## src/rtl/binary_counter_nbit_updown.sv

```systemverilog
// Parametrised synchronous up/down modulo counter with parallel load, enable,
// terminal-count and wrap flags. Define BINARY_COUNTER_NBIT_SATURATE_EN to saturate instead of wrap.
module binary_counter_nbit_updown #(
  parameter int unsigned WIDTH     = 4,
  parameter int unsigned MAX_VALUE = (2 ** WIDTH) - 1
) (
  input  logic             clock,
  input  logic             reset_n,
  input  logic             enable,
  input  logic             up_down,
  input  logic             load,
  input  logic [WIDTH-1:0] load_value,
  output logic [WIDTH-1:0] count,
  output logic [WIDTH-1:0] count_bar,
  output logic             terminal_count,
  output logic             wrap
);

  localparam logic [WIDTH-1:0] MAX_C  = MAX_VALUE[WIDTH-1:0];
  localparam logic [WIDTH-1:0] ZERO_C = '0;
  localparam logic [WIDTH-1:0] ONE_C  = {{(WIDTH-1){1'b0}}, 1'b1};

  logic [WIDTH-1:0] count_q, count_d;
  logic             wrap_q, wrap_d;
  logic             at_max, at_zero;
  logic [WIDTH-1:0] load_clamped;

  assign at_max         = (count_q == MAX_C);
  assign at_zero        = (count_q == ZERO_C);
  assign terminal_count = (up_down & at_max) | (~up_down & at_zero);
  assign load_clamped   = (load_value > MAX_C) ? MAX_C : load_value;

  always_comb begin
    count_d = count_q;
    wrap_d  = 1'b0;
    if (load) begin
      count_d = load_clamped;
    end else if (enable) begin
      // In saturating builds the same flag marks an attempted step past the end.
      wrap_d = terminal_count;
      if (up_down) begin
`ifdef BINARY_COUNTER_NBIT_SATURATE_EN
        count_d = at_max ? MAX_C : (count_q + ONE_C);
`else
        count_d = at_max ? ZERO_C : (count_q + ONE_C);
`endif
      end else begin
`ifdef BINARY_COUNTER_NBIT_SATURATE_EN
        count_d = at_zero ? ZERO_C : (count_q - ONE_C);
`else
        count_d = at_zero ? MAX_C : (count_q - ONE_C);
`endif
      end
    end
  end

  always_ff @(posedge clock or negedge reset_n) begin
    if (!reset_n) begin
      count_q <= ZERO_C;
      wrap_q  <= 1'b0;
    end else begin
      count_q <= count_d;
      wrap_q  <= wrap_d;
    end
  end

  assign count     = count_q;
  assign count_bar = ~count_q;
  assign wrap      = wrap_q;

endmodule
```

## config.mk

```make
export PLATFORM = sky130hd
export DESIGN_NAME = binary_counter_nbit_updown
export DESIGN_NICKNAME = d
export VERILOG_FILES = /design/src/rtl/binary_counter_nbit_updown.sv
export SDC_FILE = /design/constraint.sdc
export NUM_CORES = 1
export LEC_CHECK = 0
export CORE_AREA = 4 4 41 43
export CTS_CLUSTER_DIAMETER = 60
export CTS_CLUSTER_SIZE = 10
export DETAILED_ROUTE_END_ITERATION = 6
export DIE_AREA = 0 0 45 47
export PLACE_DENSITY = 0.7
export SYNTH_ARGS = -nofsm -noshare
export SYNTH_HDL_FRONTEND = slang
export SYNTH_SLANG_ARGS = --single-unit
```

## constraint.sdc

```tcl
create_clock -name clock -period 3.6 [get_ports clock]
set_input_delay 0.9 -clock clock [delete_from_list [all_inputs] [get_ports clock]]
set_output_delay 0.9 -clock clock [all_outputs]
set_load 0.005 [all_outputs]
```

==> metrics.cfg <==
[clocking]
cts_buffer_depth = 2
cts_sinks = 5
ctsResizeCount = 0
root_buffer = clkbuf_4
clk_latency_ps = 250
cts_hold_buf = 0
cts_tree = yes
clkSlewWorstSetupHoldPaths_ps = 40
cts_buffers = 3
post_cts_buffers = 0
htreeDepth = 1

[critical_path]
crit_family = buffers and inverters
crit_cells = 4
rr_worst_depth = 6
critical_path_buf_inv_count = 2
endpoint = terminal_count
r2r_end = count[3]$_DFFE_PN0P_
slowest_stage = or4b_4
cp_cell_sequence = clkdlybuf4s50_1, or4b_4, nand2_1, clkdlybuf4s50_1
setup.worst_path.start = up_down
worstSetupPathType = in2out
cp-start-kind = input pin
cp_data_arrival_time_ps = 2420
critical_path.max_fanout = 3
rrSetupSlack_ps = 1940
path_common_cell = clkdlybuf4s50_1
crit_required_ps = 2700
rr_startpoint = count[1]$_DFFE_PN0P_
critPathMaxStageDelay_ps = 500
endpoint_kind = output port

[yosys]
ys_warn_count = 0
synth_fp_nets = 53
syn_inst = 42
synth.distinct_cells = 19
muxShareOfSynthArea_pct = 8.70
synth_compound_area_share_pct = 13.4
yosysTopAreaCell = dfrtp_1
synth_common_cells = nand2_1, dfrtp_1, inv_1, o21ai_0, xnor2_1
syn_area_per_cell_um2 = 8.91
synth_xor_area_share_pct = 7.02
synthArstFlopShare_pct = 100
synth_adder_area_share_pct = 6.69
synth_ff_type = dfrtp_1
synthSimpleGateAreaFrac_pct = 23.7
synth.top_cell.area_share_pct = 33.4
synth_top_family_by_area = simple AND/OR/NAND/NOR gates
seq_area_frac_synth_pct = 33.4
synth-edff-count = 0
netlist_area_um2 = 374
ys_ff_latch = 5
synth_area_leaders = dfrtp_1, nand2_1, xnor2_1, ha_1, mux2_2
yosysMostFrequentCell = nand2_1

[layout]
drive_above_1_share_pct = 12.5
antenna_cells = 0
post-route-util_pct = 45.8
final_cell_count_no_fill = 79
syn2layout_area_growth_pct = 59.2
nets = 76

[global_route]
grt_max_degree = 11
use_met2_pct = 18.1
use_met3_pct = 5.75
grt_pass1_wl_um = 1740
grt_pass1_vias = 430
grt_use_total_pct = 11.5
antenna_found_initial = 0
grt_use_met1_pct = 13.2
busiest_layer = met2
grt_remaining_overflow = 0

[run]
maxCapViolations = 0

[floorplanning]
die_y_um = 47
start_util_pct = 28.8
core_area_um2 = 1300
rows = 13
dieArea_um2 = 2120
io_pins = 19
die_x_um = 45

[sta]
fin_tns_setup_ps = 0
layout_setup_ws_ps = 282
hold_viol_final = 0
setup_viol = 0
rsz0062_at_grt = no
layout_worst_path_cycle_share_pct = 92.2
clock_skew_ps = 1.94
finalMaxSlewViolations = 0
max_freq_mhz = 301
slew_headroom_pct = 75.1
period_minus_slack_ps = 3320
worst_slew_pin_slew_ps = 373

[place]
dp.cells = 75
hpwlAfterDp_um = 738
io_buffers = 18
pre_cts_slack_ps = 273
gp_congestion = 0.782

[route]
drc = 0
drt_wl_total_um = 917
drt-pass1-iter-count = 4
antenna_left = 0
first_iter_violations = 5
vias = 389
viasPerCell = 4.92
wl_per_cell_um = 11.6

[min_path]
hp-class = reg2reg

[outcome]
status = complete, no violations

[power_and_ir_drop]
vdd_drop_max_v = 0.000235
leakage_nw = 0.271
power_mw = 0.228
power_density_nw_per_um2 = 382

-- report_power, final --
| group | switching, mW | internal (mW) | total [mW] |
|---|---|---|---|
| Clock | 0.0241 | 0.0420 | 0.0661 |
| Combinational | 0.0317 | 0.0539 | 0.0856 |
| Sequential | 0.0126 | 0.0633 | 0.0759 |
-- through the flow --
stage	cell area [µm²]	hold WS (ps)
after floorplan	374	604
after detailed placement	569	724
after CTS	596	731
after global routing	596	766
final	596	730
after global placement	569	724
-- routing by layer --
metal  vias up  part of all wire (%)
met5         -                     0
met4         0                   1.9
met3         4                    12
met2        22                    43
met1       174                    42
li1        189                     -
-- registers in the layout, indices dropped and copies added, names as in the netlist --
name / flops
count: 4
wrap: 1
-- worst reg2reg max path, stage by stage, from the launching register on --
cell and delay [ps]:
dfrtp_1 460, inv_1 120, ha_1 160, or4b_4 470, nor2b_4 140, o21ai_0 90
a211o_1 150
-- placed cells by master, fill, tap and decap left out, drive strengths merged --
master         synthesis  final
a211o                  1      1
a21oi                  2      2
a31oi                  1      1
and3b                  1      1
buf                    1      1
clkbuf                 0      4
clkdlybuf4s50          0     18
dfrtp                  5      5
ha                     2      2
inv                    4      4
mux2                   2      2
mux2i                  1      1
nand2                  7      7
nand4                  2      2
nor2                   1      1
nor2b                  1      1
nor3                   2      2
o21ai                  5      5
or4b                   1      1
xnor2                  3      3
-- area by class of cell --
type / instances / area (µm²)
sequential: 5 / 125
fill: 144 / 706
timing repair buffer: 19 / 188
inverter: 4 / 15.0
clock buffer: 4 / 26.3
multi-input combinational: 32 / 223
tap: 15 / 18.8
-- cell families after synthesis --
family,count (synthesis)
adders and majority gates,2
and+or+nand+nor,15
buffers and inverters,5
muxes,3
AOI/OAI and AO/OA,9
xor gates and xnor gates,3
DFF,5
-- how the worst min path moves through the flow --
stage                                end  slack, ps                  from  cells after the start
floorplan           count[0]$_DFFE_PN0P_        600               reset_n                      0
global placement    count[1]$_DFFE_PN0P_        720  count[1]$_DFFE_PN0P_                      2
finish              count[1]$_DFFE_PN0P_        730  count[1]$_DFFE_PN0P_                      2
global route        count[1]$_DFFE_PN0P_        770  count[1]$_DFFE_PN0P_                      2
CTS                 count[1]$_DFFE_PN0P_        730  count[1]$_DFFE_PN0P_                      2
detailed placement  count[1]$_DFFE_PN0P_        720  count[1]$_DFFE_PN0P_                      2
(Power assumes the default switching activity.)
==> patch 1, RTL diff (config.mk and constraints unchanged) <==
`WIDTH`: 4 -> 3.
--- a/src/rtl/binary_counter_nbit_updown.sv
+++ b/src/rtl/binary_counter_nbit_updown.sv
@@ -1,7 +1,7 @@
 // Parametrised synchronous up/down modulo counter with parallel load, enable,
 // terminal-count and wrap flags. Define BINARY_COUNTER_NBIT_SATURATE_EN to saturate instead of wrap.
 module binary_counter_nbit_updown #(
-  parameter int unsigned WIDTH     = 4,
+  parameter int unsigned WIDTH     = 3,
   parameter int unsigned MAX_VALUE = (2 ** WIDTH) - 1
 ) (
   input  logic             clock,
Interface: changed (resized count, count_bar and load_value); port bits go from 19 to 16. The function was not compared with the original's and may differ.
==> patch 1 against the unedited design <==
Total power is 23% lower. Maximum frequency up 1.8%. Clock skew is essentially flat. Combinational power decreased by 29%. Setup slack gained 59 ps. Sequential cell count down 1. Area after synthesis decreased by 20%. Non-clock buffer count down 4. Sequential share of layout area down 0.55 points. Wire length shrank 17%. Largest cell class unchanged. Critical path depth unchanged. Critical endpoint unchanged. Global-route usage is 3.3 points lower. First-iteration DRC count grew to 2.6 times the old value. Design area decreased by 18%.
==> patch 1: results (changes against the unedited design) <==
status:
  outcome: "finished, final reports clean"
yosys:
  combinational_family_with_the_most_area_after_synthesis: "simple AND/OR/NAND/NOR gates"
  synth_adder_area_share: 0.168  # +0.101
  synth-xor-area-share: 0  # -0.0702
  synth_area_leaders: "sky130_fd_sc_hd__dfrtp_1, sky130_fd_sc_hd__ha_1, sky130_fd_sc_hd__nand2_1, sky130_fd_sc_hd__inv_1, sky130_fd_sc_hd__nor2b_1"
  synth.distinct_cells: 17  # -2
  synthMuxAreaShare: 0  # -0.0870
  synthArstFlopShare: 1.00  # unchanged
  yosys-top-cells-count: "sky130_fd_sc_hd__nand2_1, sky130_fd_sc_hd__dfrtp_1, sky130_fd_sc_hd__ha_1, sky130_fd_sc_hd__inv_1"
  synth-seq-area-share: 0.336  # +0.00169
  number_of_warnings_issued_by_yosys: 0  # unchanged
  synth_area_in_compound_gates: 0.181  # +0.0469
  postSynthNetCount: 46  # -13%
detailed_routing:
  dr.pass1.iters: 4  # unchanged
  detail_route.wirelength_um: 758  # -17%
  iter_0_drt_violations: 13  # +8
  total_vias_in_the_final_route: 305  # -22%
  remaining_drc_errors: 0  # unchanged
timing:
  final.setup_skew_ps: 1.95  # +0.0119 ps
  worst_slew_pin_slew_ps: 292  # -80.8 ps
global_routing:
  largest_net_degree_at_the_start_of_global_routing: 9  # -2
  grt_usage: 0.0822  # -0.0330
  grt_pass1_wl_um: 1200  # -31%
  first_global_vias: 298  # -31%
  initial_antenna_violation_count: 0  # unchanged
finish:
  drive_above_1_share: 0.0962  # -0.0288
  insertedDiodeCount: 0  # unchanged
  largest_reg_flops: 3  # -1
  final_nets: 66  # -13%
power:
  switching_share: 0.287  # -0.0139
  p_leak_nw: 0.221  # -18%
  ir_worst_vdd_mv: 0.115  # -51%
clocking:
  cts_max_path_buffers: 2  # unchanged
  postcts_setup_bufs: 0  # unchanged
  clk_latency_worst_skew_pair_ps: 240
  cts_buffers: 3  # unchanged
  clockRootBuffer: "sky130_fd_sc_hd__clkbuf_4"
  clk_pin_slew_ps: 40  # about the same
  h-tree-depth: 1  # unchanged
  postCtsResizedCells: 0  # unchanged
critical_path:
  timing.critical_path.slowest_stage_cell: "sky130_fd_sc_hd__clkdlybuf4s50_1"
  cp_max_fo: 5  # +2
  slowest_delay_ps: 490
  arrival_ps: 2360  # -60 ps
placement:
  dpl_wire_length_um: 614  # -17%
  portBuffers: 15  # -3
  finalWeightedCongestion: 0.686  # -12%
  post-place-ws_ps: 339  # +65.8 ps
hold_path:
  min-delay-path-class: "reg2reg"
## patch 1: critical path, delay by kind of cell
family	cells	cell delay, ps
buffers and inverters	2	960
AND/OR/NAND/NOR	2	490
## patch 1: power by group through the flow
stage                      clock, W  sequential, W  combinational, W
after global routing      0.0000634      0.0000558         0.0000678
final                     0.0000588      0.0000551         0.0000611
after CTS                 0.0000619      0.0000553         0.0000619
after floorplan                   0      0.0000553         0.0000258
after detailed placement          0      0.0000560         0.0000617
after global placement            0      0.0000560         0.0000605
## patch 1: path summary, 6_finish.rpt
kind | startpoint | to | slack [ps] | cells past startpoint
worst min-delay path | count[0] | count[0] | 650 | 2
worst max register to register | count[0] | count[0] | 2190 | 5
worst min register to register | count[0] | count[0] | 650 | 2
max in group asynchronous | reset_n | count[0] | 2560 | 1
min in group asynchronous | reset_n | count[2] | 870 | 1
worst max-delay path | up_down | terminal_count | 340 | 4
## patch 1: kinds of logic after synthesis
kind of cell               count (synthesis)
AOI/OAI and AO/OA                          8
adders and majority gates                  4
buffers and inverters                      4
DFF                                        4
and+or+nand+nor                           14
## patch 1: stage by stage
stage | std cells | cell area (um2) | util
floorplan | 34 | 298 | -
global placement | 64 | 467 | 0.359
detailed placement | 64 | 467 | 0.359
CTS | 67 | 489 | 0.376
global route | 67 | 489 | 0.376
finish | 67 | 489 | 0.376
## patch 1: per-layer routing
metal,routed length [um],track usage
met1,289,0.0866
met2,393,0.133
met3,76,0.0153
met4,0,0.0877
met5,0,0
## patch 1: final cells by class
type	instances	area, um2
Clock buffer	3	22.5
Timing Repair Buffer	15	150
Sequential cell	4	100
Inverter	4	15.0
Fill cell	149	812
Multi-Input combinational cell	26	183
Tap cell	15	18.8
==> patch 2, RTL diff (config.mk and constraints unchanged) <==
Made on the original files. Register the output `terminal_count`, cleared by the reset; this adds one clock of latency there. The other outputs are not delayed to match.
--- a/src/rtl/binary_counter_nbit_updown.sv
+++ b/src/rtl/binary_counter_nbit_updown.sv
@@ -20,6 +20,8 @@
   localparam logic [WIDTH-1:0] ZERO_C = '0;
   localparam logic [WIDTH-1:0] ONE_C  = {{(WIDTH-1){1'b0}}, 1'b1};
 
+  logic terminal_count_d;
+
   logic [WIDTH-1:0] count_q, count_d;
   logic             wrap_q, wrap_d;
   logic             at_max, at_zero;
@@ -27,7 +29,7 @@
 
   assign at_max         = (count_q == MAX_C);
   assign at_zero        = (count_q == ZERO_C);
-  assign terminal_count = (up_down & at_max) | (~up_down & at_zero);
+  assign terminal_count_d = (up_down & at_max) | (~up_down & at_zero);
   assign load_clamped   = (load_value > MAX_C) ? MAX_C : load_value;
 
   always_comb begin
@@ -37,7 +39,7 @@
       count_d = load_clamped;
     end else if (enable) begin
       // In saturating builds the same flag marks an attempted step past the end.
-      wrap_d = terminal_count;
+      wrap_d = terminal_count_d;
       if (up_down) begin
 `ifdef BINARY_COUNTER_NBIT_SATURATE_EN
         count_d = at_max ? MAX_C : (count_q + ONE_C);
@@ -68,4 +70,12 @@
   assign count_bar = ~count_q;
   assign wrap      = wrap_q;
 
+  always_ff @(posedge clock or negedge reset_n) begin
+    if (!reset_n) begin
+      terminal_count <= '0;
+    end else begin
+      terminal_count <= terminal_count_d;
+    end
+  end
+
 endmodule
Behaviour: not the same (Yosys sat finds a counterexample within 4 cycles, from zero or initial values and one cycle with reset_n low).
==> patch 2 against the unedited design <==
Non-clock buffer count is 1 lower. Clock skew is 2.8 ps higher. Critical path depth down 2. Via count increased by 2.1%. Critical path type is now reg2out. Design area is 2.7% higher. Area after synthesis rose by 11%. Worst hold slack worse by 62 ps. Critical endpoint is now count_bar[0]. Setup slack gained 1000 ps. Clock power fell by 8.0%. Sequential power grew 16%. Total power decreased by 0.69%. Sequential cell count increased by 1. Wire length increased by 7.4%. Sequential share of layout area rose by 3.5 points.
==> patch 2: results (changes against the unedited design) <==
finish:
  sh_seq_area: 0.245  # +0.0353
  layout.nonclk_buf_frac: 0.294  # -0.0206
  final.signal_buffer_count: 18  # -1
  n_fill_cell: 131  # -9.0%
  flops_and_latches: 6  # +1
  clockBufferCount: 3  # -1
  clockNetworkAreaShare: 0.0368  # -0.00731
  multi_input_cells: 31  # -3.1%
  drive_above_1_share: 0.111  # -0.0139
  nonClockInverterCount: 5  # +1
  multi_input_area_share: 0.362  # -0.0120
  areaGrowthSynthToFinish_pct: 47.3
power:
  clock_network_power_share: 0.269  # -0.021
  p_int_w: 0.000159  # about the same
  clock_net_power_w: 0.0000608  # -8.0%
  ir_worst_vdd_mv: 0.184  # -22%
global_routing:
  grt_pass1_wl_um: 1600  # -7.9%
  grt_util_met1: 0.120  # -0.0121
  groute.layer.met2.usage: 0.169  # -0.0113
status:
  outcome: "finished, final reports clean"
placement:
  detailed_place.area_um2: 589  # +3.5%
  finalWeightedCongestion: 0.764  # -2.3%
detailed_routing:
  iter_0_drt_violations: 9  # +4
  met1Wirelength_um: 466  # +20%
  met3RoutedLength_um: 72  # -37%
yosys:
  synthCells: 46  # +9.5%
  synth_area_leaders: "sky130_fd_sc_hd__dfrtp_1, sky130_fd_sc_hd__a21oi_1, sky130_fd_sc_hd__ha_1, sky130_fd_sc_hd__inv_1, sky130_fd_sc_hd__o21ai_0"
timing:
  final.setup_skew_ps: 4.72  # +2.78 ps
-- patch 2: cell count changes in the layout (fill, tap and decap cells not counted), sizes merged, moves of 2 or more --
cell,unedited run,this run
a21oi,2,5
nor3,2,0
xnor2,3,1
mux2,2,0
nand2,7,3
-- patch 2: final timing paths --
| kind | startpoint | to | slack (ps) | cells past startpoint |
|---|---|---|---|---|
| worst max-delay path | count[0] | count_bar[0] | 1330 | 2 |
| worst min-delay path | count[3] | terminal_count | 670 | 1 |
| worst max register to register | count[0] | count[0] | 1860 | 6 |
| worst min register to register | count[3] | terminal_count | 670 | 1 |
| max in group asynchronous | reset_n | wrap | 2470 | 1 |
| min in group asynchronous | reset_n | count[2] | 900 | 1 |
-- patch 2: kinds of logic after synthesis --
group / after synthesis / share of synthesized area
AOI/OAI and AO/OA: 16 / 0.271
xor gates and xnor gates: 2 / 0.0422
adders and majority gates: 2 / 0.0602
buffers and inverters: 9 / 0.105
DFF: 6 / 0.361
muxes: 1 / 0.0241
and+or+nand+nor: 10 / 0.136
